<file path="config.mk">
export PLATFORM = sky130hd
export DESIGN_NAME = eth_udp_tx_packer
export DESIGN_NICKNAME = d
export VERILOG_FILES = /design/src/rtl/eth_udp_tx_packer.sv
export SDC_FILE = /design/constraint.sdc
export NUM_CORES = 1
export LEC_CHECK = 0
export ABC_AREA = 1
export CAP_MARGIN = 20
export CELL_PAD_IN_SITES_DETAIL_PLACEMENT = 0
export CELL_PAD_IN_SITES_GLOBAL_PLACEMENT = 1
export CORE_MARGIN = 4
export CORE_UTILIZATION = 40
export CTS_BUF_LIST = sky130_fd_sc_hd__clkbuf_8
export DETAILED_ROUTE_END_ITERATION = 16
export GPL_TIMING_DRIVEN = 0
export PLACE_DENSITY = 0.75
export SLEW_MARGIN = 20
export SYNTH_ARGS = -nofsm -noshare
export SYNTH_HDL_FRONTEND = slang
export SYNTH_SLANG_ARGS = --single-unit
</file>
<file path="constraint.sdc">
create_clock -name rgmii_clk -period 3.5 [get_ports rgmii_clk]
set_input_delay 0.35 -clock rgmii_clk [delete_from_list [all_inputs] [get_ports rgmii_clk]]
set_output_delay 0.35 -clock rgmii_clk [all_outputs]
set_load 0.01 [all_outputs]
</file>
<file path="src/rtl/eth_udp_tx_packer.sv">
// rtl/eth_udp_tx_packer.sv - FIFO word to UDP payload byte packer for the transmit path
//
// Drains 32-bit words from a read FIFO that has one cycle of read latency, slices
// each word MSB first, and serves the bytes to the UDP/MAC transmit engine. A
// transfer is split into packets of at most PKT_WORDS words, and packets are
// separated by at least IFG_CYCLES idle cycles.
//
// Ports:
//   rgmii_clk, rstn            clock, asynchronous active-low reset
//   tx_start, tx_word_count    start pulse and transfer size in words
//   tx_busy, tx_done           transfer in progress, one-cycle completion pulse
//   pkt_count                  packets sent in the current or last transfer
//   fifo_rd_en, fifo_rd_data   FIFO read strobe, data valid the following cycle
//   fifo_rd_count              words currently held in the FIFO
//   udp_tx_req, udp_tx_length  packet request and payload length in bytes
//   udp_tx_ack                 engine accepted the request
//   udp_tx_data_req            engine requests one payload byte
//   udp_tx_data                payload byte, valid the cycle after the request

module eth_udp_tx_packer #(
  parameter int PKT_WORDS  = 256,
  parameter int IFG_CYCLES = 64,
  parameter int CNT_W      = 12
) (
  input  logic             rgmii_clk,
  input  logic             rstn,
  input  logic             tx_start,
  input  logic [15:0]      tx_word_count,
  output logic             tx_busy,
  output logic             tx_done,
  output logic [15:0]      pkt_count,
  output logic             fifo_rd_en,
  input  logic [31:0]      fifo_rd_data,
  input  logic [CNT_W-1:0] fifo_rd_count,
  output logic             udp_tx_req,
  output logic [15:0]      udp_tx_length,
  input  logic             udp_tx_ack,
  input  logic             udp_tx_data_req,
  output logic [7:0]       udp_tx_data
);

  typedef enum logic [2:0] {
    S_IDLE,
    S_WAIT_DATA,
    S_PREFETCH,
    S_REQ,
    S_SEND,
    S_GAP,
    S_DONE
  } state_t;

  localparam logic [15:0] PKT_WORDS_W = 16'(PKT_WORDS);
  localparam logic [15:0] GAP_LAST    = (IFG_CYCLES > 0) ? 16'(IFG_CYCLES - 1) : 16'd0;

  state_t      state_q;
  logic [15:0] remaining_q;
  logic [15:0] pkt_words_q;
  logic [15:0] pkt_count_q;
  logic [15:0] words_rd_q;
  logic [15:0] bytes_left_q;
  logic [15:0] gap_cnt_q;
  logic [31:0] cur_word_q;
  logic [31:0] nxt_word_q;
  logic        nxt_valid_q;
  logic        rd_vld_q;
  logic        tx_busy_q;
  logic        tx_done_q;
  logic        fifo_rd_en_q;
  logic        udp_tx_req_q;
  logic [15:0] udp_tx_length_q;
  logic [7:0]  udp_tx_data_q;

  logic [15:0] pkt_words_d;
  logic [15:0] pkt_len_d;
  logic        data_ok_d;
  logic        serve_d;
  logic        word_start_d;
  logic        rd_issue_d;
  logic [7:0]  byte_d;

  always_comb begin
    pkt_words_d  = (remaining_q > PKT_WORDS_W) ? PKT_WORDS_W : remaining_q;
    pkt_len_d    = {pkt_words_d[13:0], 2'b00};
    data_ok_d    = 32'(fifo_rd_count) >= 32'(pkt_words_d);
    serve_d      = (state_q == S_SEND) && udp_tx_data_req && (bytes_left_q != 16'd0);
    // bytes_left is a multiple of four at every word boundary, so its low bits
    // give the byte position inside the current word.
    word_start_d = serve_d && (bytes_left_q[1:0] == 2'b00);
    // Refill the prefetch slot as soon as its word moves into the current-word
    // register; the refill lands within three cycles, before the next word boundary
    // even under back-to-back requests.
    rd_issue_d   = (state_q == S_SEND) && (words_rd_q < pkt_words_q) &&
                   !fifo_rd_en_q && !rd_vld_q && (!nxt_valid_q || word_start_d);
    byte_d       = 8'h00;
    case (bytes_left_q[1:0])
      2'b00: byte_d = nxt_word_q[31:24];
      2'b11: byte_d = cur_word_q[23:16];
      2'b10: byte_d = cur_word_q[15:8];
      2'b01: byte_d = cur_word_q[7:0];
      default: byte_d = 8'h00;
    endcase
  end

  always_ff @(posedge rgmii_clk or negedge rstn) begin
    if (!rstn) begin
      state_q         <= S_IDLE;
      remaining_q     <= 16'd0;
      pkt_words_q     <= 16'd0;
      pkt_count_q     <= 16'd0;
      words_rd_q      <= 16'd0;
      bytes_left_q    <= 16'd0;
      gap_cnt_q       <= 16'd0;
      cur_word_q      <= 32'd0;
      nxt_word_q      <= 32'd0;
      nxt_valid_q     <= 1'b0;
      rd_vld_q        <= 1'b0;
      tx_busy_q       <= 1'b0;
      tx_done_q       <= 1'b0;
      fifo_rd_en_q    <= 1'b0;
      udp_tx_req_q    <= 1'b0;
      udp_tx_length_q <= 16'd0;
      udp_tx_data_q   <= 8'd0;
    end else begin
      fifo_rd_en_q <= 1'b0;
      rd_vld_q     <= fifo_rd_en_q;

      case (state_q)
        S_IDLE: begin
          if (tx_start) begin
            remaining_q <= tx_word_count;
            pkt_count_q <= 16'd0;
            tx_busy_q   <= 1'b1;
            if (tx_word_count == 16'd0) begin
              tx_done_q <= 1'b1;
              state_q   <= S_DONE;
            end else begin
              state_q <= S_WAIT_DATA;
            end
          end
        end

        S_WAIT_DATA: begin
          // A packet only starts once every word it needs is already buffered.
          if (data_ok_d) begin
            pkt_words_q     <= pkt_words_d;
            udp_tx_length_q <= pkt_len_d;
            bytes_left_q    <= pkt_len_d;
            fifo_rd_en_q    <= 1'b1;
            words_rd_q      <= 16'd1;
            state_q         <= S_PREFETCH;
          end
        end

        S_PREFETCH: begin
          udp_tx_req_q <= 1'b1;
          state_q      <= S_REQ;
        end

        S_REQ: begin
          if (udp_tx_ack) begin
            udp_tx_req_q <= 1'b0;
            state_q      <= S_SEND;
          end
        end

        S_SEND: begin
          if (rd_issue_d) begin
            fifo_rd_en_q <= 1'b1;
            words_rd_q   <= words_rd_q + 16'd1;
          end
          if (serve_d) begin
            bytes_left_q  <= bytes_left_q - 16'd1;
            udp_tx_data_q <= byte_d;
            if (word_start_d) begin
              cur_word_q  <= nxt_word_q;
              nxt_valid_q <= 1'b0;
            end
            if (bytes_left_q == 16'd1) begin
              remaining_q <= remaining_q - pkt_words_q;
              pkt_count_q <= pkt_count_q + 16'd1;
              gap_cnt_q   <= 16'd0;
              if (remaining_q == pkt_words_q) begin
                tx_done_q <= 1'b1;
                state_q   <= S_DONE;
              end else begin
                state_q <= S_GAP;
              end
            end
          end
        end

        S_GAP: begin
          if (gap_cnt_q >= GAP_LAST) begin
            state_q <= S_WAIT_DATA;
          end else begin
            gap_cnt_q <= gap_cnt_q + 16'd1;
          end
        end

        S_DONE: begin
          tx_done_q <= 1'b0;
          tx_busy_q <= 1'b0;
          state_q   <= S_IDLE;
        end

        default: state_q <= S_IDLE;
      endcase

      // The FIFO returns data one cycle after the strobe; it always lands in the
      // prefetch slot, which is guaranteed empty whenever a read is in flight.
      if (rd_vld_q) begin
        nxt_word_q  <= fifo_rd_data;
        nxt_valid_q <= 1'b1;
      end
    end
  end

  assign tx_busy       = tx_busy_q;
  assign tx_done       = tx_done_q;
  assign pkt_count     = pkt_count_q;
  assign fifo_rd_en    = fifo_rd_en_q;
  assign udp_tx_req    = udp_tx_req_q;
  assign udp_tx_length = udp_tx_length_q;
  assign udp_tx_data   = udp_tx_data_q;

endmodule
</file>
==> impl_results.rst <==
.. list-table::
   :header-rows: 1

   * - Metric
     - Value
   * - Final min period
     - 3.08 ns
   * - Crit-path cells
     - nor2_1 > nand2_1 > nor4_2 > nand2_2 > nor2_1 > inv_1 > ha_1 > nand2_1 > nor2_1 > nand2_1 > nand2_1 > nand2_1 > nand3_1 > nand2_2 > clkbuf_2 > nand3_1 > nand2_1
   * - Post-placement cell area
     - 11,500 um^2
   * - Worst-skew pair later-pin latency
     - 0.50 ns
   * - Relative slew slack
     - 0.220
   * - Num Clock Sinks
     - 169
   * - Most common cell after layout, fill and taps aside
     - sky130_fd_sc_hd__nand2_1
   * - Number of top-level design ports
     - 109
   * - # setup viols final
     - 0
   * - Net total in the final layout
     - ~1,600
   * - Floorplan die height
     - 166 um
   * - Number of CTS-inserted buffers
     - 17
   * - CP Buf/Inv Count
     - 2
   * - Initial Utilization
     - 0.407
   * - Wire length per cell
     - 15.4 um
   * - Clock transition at the register clock pins on the worst setup and hold paths after CTS
     - approximately 0.11 ns
   * - CTS tree
     - yes
   * - CTS HTree Levels
     - 4
   * - Number of global-route vias before repair
     - 8,714
   * - Number of input and output port buffers inserted
     - roughly 110
   * - Share of the clock period used by the worst path
     - 0.881
   * - Fraction of layout instances using a drive strength above 1
     - 0.0670
   * - Portion of synthesized cell area occupied by the leading cell type
     - 0.426
   * - Area overhead of the layout relative to synthesis
     - 20.0%
   * - Number of antenna violations at the first check in global routing
     - 0
   * - First-pass iteration count of the detailed router
     - 5
   * - Final standard cell area without fillers
     - 11,900 um^2
   * - Final Slew Violations
     - 0
   * - Placer's final routability congestion estimate
     - about 0.86
   * - Die area
     - 27,400 um^2
   * - Total Routed Length
     - 27,600 um
   * - Maximum resistive drop on vdd
     - roughly 0.00035 V
   * - Dominant cells by area after synthesis
     - sky130_fd_sc_hd__dfrtp_1 43%, sky130_fd_sc_hd__nand2_1 16%, sky130_fd_sc_hd__ha_1 6.3%
   * - Final Skew
     - around 0.024 ns
   * - Synth warnings
     - 0
   * - Distinct cell type count after synthesis
     - 48
   * - FILL cells
     - 2,487
   * - Critical path type
     - flop to flop
   * - Maximum count of clock buffers along a single path
     - 2
   * - Biggest area consumer among synthesized cells
     - sky130_fd_sc_hd__dfrtp_1
   * - Total DRC errors in the routed layout
     - 0
   * - Gate family responsible for the most delay along the worst path
     - simple AND/OR/NAND/NOR gates
   * - Status
     - finished clean
   * - Synthesized instance count
     - 1,319
   * - Crit start category
     - flop
   * - Netlist area before placement
     - approximately 10000 um^2
   * - Detailed-route vias per instance
     - between 4 and 5
   * - Lkg Pwr
     - about 5.8 nW
   * - Slowest-stage cell, CP
     - sky130_fd_sc_hd__dfrtp_1
   * - Post-synthesis sequential area ratio
     - 0.426
   * - Die Width
     - roughly 170 um
   * - Final total power
     - 8.57 mW
   * - Half-perimeter wire length after detailed placement
     - 20,900 um
   * - Violation count after the first detailed-route iteration
     - 587
   * - Via count
     - 8,722
   * - Arrival time at the worst endpoint
     - 3.47 ns
   * - Kind of end point of the critical path
     - flop
   * - Floorplan row count
     - 57
   * - Final Hold Fails
     - 0
   * - Class of the worst hold path
     - primary input to asynchronous set/reset pin
   * - Worst hold-check slack
     - 0.305 ns
   * - Core box area
     - 24,400 um^2
   * - Most used cells in the layout excluding fill and tap cells
     - 421 x sky130_fd_sc_hd__nand2_1, 169 x sky130_fd_sc_hd__dfrtp_1, 132 x sky130_fd_sc_hd__nor2_1, 127 x sky130_fd_sc_hd__inv_1, 105 x sky130_fd_sc_hd__clkdlybuf4s50_1
   * - Largest net degree at the start of global routing
     - 72
   * - Number of synthesized register bits
     - 169
   * - Routed Antenna Nets
     - 0
   * - First-pass GRT wire length
     - between 40,000 and 50,000 um
   * - Most repeated library cell on the critical path
     - sky130_fd_sc_hd__nand2_1
   * - Setup repair after global routing missed its margin
     - no
   * - Average footprint of a synthesized cell
     - 7.53 um^2
   * - Cell chosen for the clock root
     - sky130_fd_sc_hd__clkbuf_8
   * - Worst-path fanout max
     - 10
   * - F_max
     - 0.324 GHz
   * - Transition time at the pin with the least slew margin
     - 1.16 ns
   * - Largest stage delay, worst path
     - around 0.44 ns
   * - Critical path data required time
     - 3.89 ns
   * - Gr usage total
     - 0.204
   * - Maximum capacitance violations
     - 0
   * - Pwr/cell area
     - approximately 720 nW/um^2
   * - Sum of overflow across all layers after global routing
     - 0
cell families after synthesis:
logic type / count (synthesis) / synth area share
AO/OA/AOI/OAI: 176 / 0.100
XOR/XNOR: 33 / 0.0291
adder cells (fa/ha/maj): 51 / 0.0650
buffers and inverters: 187 / 0.0831
flip-flops: 169 / 0.426
multiplexers: 1 / 0.00101
other: 2 / 0.000756
AND/OR/NAND/NOR: 700 / 0.296
Yosys cell counts, drive strengths merged:
cell     number
nand4        20
ha           50
xnor2        12
nor3         21
clkinv        1
nor4          4
o21bai        2
a22o          6
a21boi        2
nor3b         1
nand3b        5
fa            1
nand3        79
o21a          5
nor2        137
o211ai        4
buf          34
conb          2
a31oi         1
inv         131
o2111ai       1
o21ai       106
a21o          1
xor2         21
o22ai        11
dfrtp       169
o2bb2ai       1
o31a          2
mux2i         1
clkbuf       21
a21oi        34
nand2       433
report_power, final:
group | switching [mW] | internal [mW] | total, mW
combinational | 2.56 | 1.55 | 4.11
sequential | 0.431 | 2.55 | 2.98
clock | 0.910 | 0.569 | 1.48
total | 3.90 | 4.66 | 8.57
worst register-to-register path, cell delays in order (launching register included):
cell and delay (ns):
sky130_fd_sc_hd__dfrtp_1 0.44, sky130_fd_sc_hd__nor2_1 0.12, sky130_fd_sc_hd__nand2_1 0.08, sky130_fd_sc_hd__nor4_2 0.31
sky130_fd_sc_hd__nand2_2 0.18, sky130_fd_sc_hd__nor2_1 0.22, sky130_fd_sc_hd__inv_1 0.13, sky130_fd_sc_hd__ha_1 0.32
sky130_fd_sc_hd__nand2_1 0.07, sky130_fd_sc_hd__nor2_1 0.17, sky130_fd_sc_hd__nand2_1 0.08, sky130_fd_sc_hd__nand2_1 0.06
sky130_fd_sc_hd__nand2_1 0.09, sky130_fd_sc_hd__nand3_1 0.10, sky130_fd_sc_hd__nand2_2 0.14, sky130_fd_sc_hd__clkbuf_2 0.31
sky130_fd_sc_hd__nand3_1 0.13, sky130_fd_sc_hd__nand2_1 0.05
through the flow:
stage                     setup TNS (ns)  std cells   util  worst slack (ns)
final                                  0       1788  0.489             0.417
after global routing                   0       1787  0.489            0.0157
after CTS                              0       1787  0.488             0.190
after detailed placement          -0.396       1754  0.471           -0.0533
after global placement           -892.56       1752  0.468             -5.31
after floorplan                        0       1322      -             0.911
registers in the layout, indices dropped and copies added, names as in the netlist, 3 cells and up:
signal        count
remaining_q      16
nxt_word_q       32
words_rd_q       16
pkt_words_q      16
gap_cnt_q        16
bytes_left_q     16
pkt_count        16
cur_word_q       24
state_q           3
udp_tx_data       8
final cells by class:
cell class	instances	area [um^2]	area share
sequential	169	4230	0.355
antenna	1	2.50	0.000210
buffer	55	332	0.0278
clock inverter	14	168	0.0141
timing repair buffer	109	1130	0.0948
multi-input combinational	966	4910	0.412
tap	324	405	0.0340
inverter	132	498	0.0417
clock buffer	18	248	0.0208
metal layers:
metal  up-vias  GRT usage  wire length [um]
met5         -          0                 0
met4         0     0.0656               746
met3        37     0.0329              1020
met2       189      0.346             13100
met1      4000      0.269             12800
li1       4496          -                 -
repair_timing:
item	4_1_cts	5_1_grt
endpoints found under the hold margin	36	0
hold buffers	1	0
setup buffers	0	0
gates resized for setup	2	8
setup endpoints to repair	14	45
final timing paths:
check / start / endpoint / slack (ns) / cells after the start
max: remaining_q[15] / words_rd_q[3] / 0.42 / 17
min: rstn / words_rd_q[8] / 0.31 / 2
max reg2reg: remaining_q[15] / words_rd_q[3] / 0.42 / 17
min reg2reg: gap_cnt_q[8] / gap_cnt_q[8] / 0.48 / 2
max in group asynchronous: rstn / cur_word_q[20] / 2.19 / 4
min in group rgmii_clk: fifo_rd_data[14] / nxt_word_q[14] / 0.38 / 3
No activity file was read; power rests on OpenSTA's default activity.
